**src/rtl/flyer_spawner.sv**
```systemverilog
// Wave/spawn controller for the three enemy flyer slots: paces spawns, confirms them
// against flyer_exists, counts kills and raises the wave. Optional burst spawning: FLYER_BURST_EN.
module flyer_spawner #(
  parameter logic [7:0]  INT_EASY   = 8'd120,
  parameter logic [7:0]  INT_NORMAL = 8'd90,
  parameter logic [7:0]  INT_HARD   = 8'd60,
  parameter logic [7:0]  INT_FLOOR  = 8'd30,
  parameter logic [15:0] LFSR_SEED  = 16'hACE1
) (
  input  logic       Reset,
  input  logic       frame_clk,
  input  logic       run,
  input  logic [2:0] difficulty,
  input  logic [2:0] flyer_exists,
  input  logic [2:0] flyer_explosion,
  output logic [2:0] spawn,
  output logic [7:0] kills,
  output logic [3:0] wave,
  output logic       busy
);

  typedef enum logic [2:0] {IDLE, COUNT, PICK, SPAWN, WAIT} state_t;

  state_t      state, state_nx;
  logic [7:0]  counter, counter_nx;
  logic [1:0]  wait_cnt, wait_cnt_nx;
  logic [2:0]  slot, slot_nx;
  logic [15:0] lfsr;
  logic [2:0]  expl_prev;

  logic [7:0]  base, wave_x4, interval;
  logic [8:0]  diff;

  // Subtraction is done 9 bits wide so an underflow shows up as a borrow and clamps.
  always_comb begin
    case (difficulty)
      3'b001:  base = INT_EASY;
      3'b100:  base = INT_HARD;
      default: base = INT_NORMAL;
    endcase
    wave_x4  = {2'b00, wave, 2'b00};
    diff     = {1'b0, base} - {1'b0, wave_x4};
    interval = (diff[8] || (diff[7:0] < INT_FLOOR)) ? INT_FLOOR : diff[7:0];
  end

  logic [1:0] start, s1, s2, n_found, limit;
  logic [2:0] pick_mask;

  always_comb begin
    start = (lfsr[1:0] == 2'd3) ? 2'd0 : lfsr[1:0];
    s1    = (start == 2'd2) ? 2'd0 : start + 2'd1;
    s2    = (s1 == 2'd2) ? 2'd0 : s1 + 2'd1;
`ifdef FLYER_BURST_EN
    limit = (wave >= 4'd4) ? 2'd2 : 2'd1;
`else
    limit = 2'd1;
`endif
    pick_mask = '0;
    n_found   = '0;
    if (!flyer_exists[start]) begin
      pick_mask[start] = 1'b1;
      n_found          = n_found + 2'd1;
    end
    if (!flyer_exists[s1] && (n_found < limit)) begin
      pick_mask[s1] = 1'b1;
      n_found       = n_found + 2'd1;
    end
    if (!flyer_exists[s2] && (n_found < limit)) begin
      pick_mask[s2] = 1'b1;
      n_found       = n_found + 2'd1;
    end
  end

  always_comb begin
    state_nx    = state;
    counter_nx  = counter;
    wait_cnt_nx = wait_cnt;
    slot_nx     = slot;
    if (!run) begin
      state_nx = IDLE;
    end else begin
      unique case (state)
        IDLE: begin
          counter_nx = interval;
          state_nx   = COUNT;
        end
        COUNT: begin
          if (counter == '0) state_nx = PICK;
          else               counter_nx = counter - 8'd1;
        end
        PICK: begin
          if (pick_mask != '0) begin
            slot_nx  = pick_mask;
            state_nx = SPAWN;
          end else begin
            counter_nx = '0;
            state_nx   = COUNT;
          end
        end
        SPAWN: begin
          wait_cnt_nx = 2'd3;
          state_nx    = WAIT;
        end
        WAIT: begin
          wait_cnt_nx = wait_cnt - 2'd1;
          if (((flyer_exists & slot) != '0) || (wait_cnt == 2'd1)) begin
            counter_nx = interval;
            state_nx   = COUNT;
          end
        end
        default: state_nx = IDLE;
      endcase
    end
  end

  logic [2:0] rises;
  logic [1:0] n_rise;
  logic [8:0] ksum;
  logic [7:0] kills_nx;
  logic [3:0] wave_nx;

  // A wave step is a change in kills/8; saturation at 255 never crosses 256.
  always_comb begin
    rises    = flyer_explosion & ~expl_prev;
    n_rise   = {1'b0, rises[0]} + {1'b0, rises[1]} + {1'b0, rises[2]};
    ksum     = {1'b0, kills} + {7'b0, n_rise};
    kills_nx = kills;
    wave_nx  = wave;
    if (run) begin
      kills_nx = ksum[8] ? 8'hFF : ksum[7:0];
      if ((kills_nx[7:3] != kills[7:3]) && (wave != 4'hF))
        wave_nx = wave + 4'd1;
    end
  end

  always_ff @(posedge frame_clk or posedge Reset) begin
    if (Reset) begin
      state     <= IDLE;
      counter   <= '0;
      wait_cnt  <= '0;
      slot      <= '0;
      lfsr      <= LFSR_SEED;
      expl_prev <= '0;
      kills     <= '0;
      wave      <= '0;
      spawn     <= '0;
      busy      <= 1'b0;
    end else begin
      state     <= state_nx;
      counter   <= counter_nx;
      wait_cnt  <= wait_cnt_nx;
      slot      <= slot_nx;
      lfsr      <= {lfsr[0] ^ lfsr[2] ^ lfsr[3] ^ lfsr[5], lfsr[15:1]};
      expl_prev <= flyer_explosion;
      kills     <= kills_nx;
      wave      <= wave_nx;
      spawn     <= (state_nx == SPAWN) ? slot_nx : '0;
      busy      <= (state_nx == PICK) || (state_nx == SPAWN) || (state_nx == WAIT);
    end
  end

endmodule

```
**config.mk**
```make
export PLATFORM = sky130hd
export DESIGN_NAME = flyer_spawner
export DESIGN_NICKNAME = d
export VERILOG_FILES = /design/src/rtl/flyer_spawner.sv
export SDC_FILE = /design/constraint.sdc
export NUM_CORES = 1
export LEC_CHECK = 0
export CAP_MARGIN = 20
export CORE_MARGIN = 5
export CORE_UTILIZATION = 61
export DETAILED_ROUTE_END_ITERATION = 8
export PLACE_DENSITY = 0.94
export SKIP_CTS_REPAIR_TIMING = 1
export SLEW_MARGIN = 15
export SYNTH_ARGS = -nofsm -noshare
export SYNTH_HDL_FRONTEND = slang
export SYNTH_SLANG_ARGS = --single-unit
export TNS_END_PERCENT = 100
```
**constraint.sdc**
```tcl
create_clock -name frame_clk -period 4.2 [get_ports frame_clk]
set_input_delay 0.84 -clock frame_clk [delete_from_list [all_inputs] [get_ports frame_clk]]
set_output_delay 0.84 -clock frame_clk [all_outputs]
set_load 0.005 [all_outputs]
```
==> summary.md <==
| Metric | Value |
|---|---|
| Crit-path cells | clkdlybuf4s50_1 -> nor2b_1 -> fa_1 -> ha_1 -> fa_1 -> and3_1 -> nand4_1 -> o221ai_1 -> a31o_2 -> mux2_2 |
| Post-Route Skew | 6.31 ps |
| CP endpoint kind | flip-flop |
| Data arrival, critical path | 3660 ps |
| N_diodes | 0 |
| Hold Vio Cnt, Final | 0 |
| Unrepaired setup endpoints after global routing | no |
| Ys async rst share | 1.00 |
| Routed len/inst | 15.7 um |
| DRT Wirelength | 5490 um |
| Cell variety after synth | 58 |
| Data required time of the critical path | 4400 ps |
| Fin. max-slew vios | 0 |
| Final HPWL DP | 3850 um |
| Util after Layout | 0.723 |
| Ratio of final minimum period to clock period | 0.826 |
| First drt pass iteration count | 4 |
| Max incr delay on CP | 470 ps |
| DR vias | 2172 |
| Setup TNS | 0 ps |
| Filler cells | 307 |
| Outcome | complete, no violations |
| Fin crit period | 3470 ps |
| CTS buffer count | 5 |
| Placed Cells | 341 |
| CTS tree | yes |
| Congestion Overflow GR | 0 |
| First-pass GRT wire length | 9650 um |
| Die area | 5920 um2 |
| EDFF count, synth | 0 |
| Final Wtd Congestion | 0.880 |
| # Max-Cap Violations | 0 |
| Clock slew at reported path FFs | 90 ps |
| Clock Sinks | 51 |
| Mapped Avg Cell Area | 10.1 um2 |
| VDD IR max | 0.346 mV |
| Primary FF master, synth | dfrtp_1 |
| Synth Net Count | 297 |
| Pin count of the biggest net entering global routing | 52 |
| Nets@finish | 322 |
| Slowest library cell on the worst path | clkdlybuf4s50_1 |
| GRT Overall Usage | 0.200 |
| Core box area | 4350 um2 |
| Slew HR | 0.427 |
| Share of post-route cells with drive strength above 1 | 0.0943 |
| Hold Path Depth | 0 |
| Std cell rows | 24 |
| Longest Clk Path Bufs | 2 |
| DRC | 0 |
| IO Port Bufs | 27 |
| CP Max Fanout | 4 |
| Finished Layout Cells | 349 |
| Via-to-Cell Ratio | 6.22 |
| Crit start category | primary input |
| Power Total | 1.48 mW |
| Worst-Margin Slew | 860 ps |
| Synth warn | 0 |
| Clk Latency, worst-skew pair | 300 ps |
| Final setup violation count | 0 |
| Cell leakage power | 1.39 nW |
| R2R cell count | 9 |
| Routed Antenna Nets | 0 |
| Critical path class | primary input to flip-flop |
| Sequential area share after synthesis | 0.470 |
| PD cells | 470 nW/um2 |
| Vias in the first global route | 2127 |
| Synth area leaders | dfrtp_1 (39%), dfstp_2 (7.7%), ha_1 (5.5%) |
| Yosys top cell area share | 0.393 |
| Initial Utilization | 0.628 |
| Synth Cell Area | 2740 um2 |
| Die width | 77.0 um |
| Most used cell, CP | fa_1 |
| H-tree Lvls | 2 |
| Most instantiated cells after synthesis | dfrtp_1 (43), nor2_1 (21), nand2_1 (20) |
| Initial antenna violation count | 0 |
| Count leader, synth | dfrtp_1 |
| Synthesized instance count | 271 |
| Die height | 77.0 um |
| Area occupied by multi-input gates | 1340 um2 |
| Max Fclk | 0.288 GHz |
| Area leader, netlist | dfrtp_1 |
| Register area | 1290 um2 |
| Root Driver | clkbuf_8 |
| Layout area overhead | 15.1% |
| #FFs+latches synth | 51 |
| Initial DRC count | 209 |
| Ports | 28 |
| Hold Path Class | flip-flop to flip-flop |
state kept, by name, indices dropped and copies added (netlist names):
| name | count |
|---|---|
| counter | 8 |
| wave | 4 |
| busy | 1 |
| lfsr | 16 |
| slot | 3 |
| wait_cnt | 2 |
| state | 3 |
| kills | 8 |
| spawn | 3 |
| expl_prev | 3 |
logic make-up after synthesis:
logic type / share of synthesized area
muxes: 0.0339
AOI/OAI and AO/OA: 0.172
xor gates and xnor gates: 0.0320
adders and majority gates: 0.0695
and+or+nand+nor: 0.183
DFF: 0.470
buffers and inverters: 0.0403
per-layer routing:
metal  track usage  wire length, um
met1         0.263             2460
met2         0.311             2590
met3        0.0539              318
met4        0.0839              119
met5             0                0
report_power, final:
part           internal, mW  total [mW]  switching [mW]  leakage [nW]
clock network         0.178       0.334           0.157        0.0514
logic                 0.244       0.462           0.218         0.717
registers             0.571       0.682           0.110         0.623
total                 0.993        1.48           0.485          1.39
cell usage in the layout (no fill, tap or decap), types with 7 or more instances in the layout:
cell and count:
a21oi_1 11, and3_1 7, clkdlybuf4s50_1 27, dfrtp_1 43, dfstp_2 8, ha_1 12, inv_1 17, mux2i_1 7
nand2_1 20, nand3_1 10, nor2_1 21, nor2b_1 8, o21ai_0 14
through the flow:
step	instance area, um2	setup slack [ps]	hold WS, ps
after floorplan	2740	1060	331
after global routing	3150	588	362
after detailed placement	3040	400	341
after CTS	3150	729	360
after global placement	3040	467	335
final	3150	733	360
worst max-delay path, delay by kind of cell:
kind / cells / cell delay [ps]
simple gates: 3 / 530
fa+ha+maj: 3 / 1060
mux: 1 / 270
buf+inv: 1 / 470
compound gates: 2 / 500
path summary, 6_finish.rpt:
| path | start | slack, ps | to |
|---|---|---|---|
| setup / recovery | flyer_explosion[0] | 730 | wave[1]$_DFFE_PP0P_ |
| max in group asynchronous | Reset | 2690 | kills[1]$_DFFE_PP0P_ |
| hold / removal | lfsr[7]$_DFF_PP1_ | 360 | lfsr[6]$_DFF_PP1_ |
| setup reg to reg | expl_prev[2]$_DFF_PP0_ | 1390 | wave[1]$_DFFE_PP0P_ |
| min in group asynchronous | Reset | 990 | lfsr[12]$_DFF_PP0_ |
| hold reg to reg | lfsr[7]$_DFF_PP1_ | 360 | lfsr[6]$_DFF_PP1_ |
cell type report:
cell class | instances | area share
Clock buffer | 6 | 0.0231
Clock inverter | 2 | 0.0119
Inverter | 19 | 0.0246
Multi-Input combinational cell | 192 | 0.425
Sequential cell | 51 | 0.409
Tap cell | 52 | 0.0207
Timing Repair Buffer | 27 | 0.0859
(Power assumes the default switching activity.)
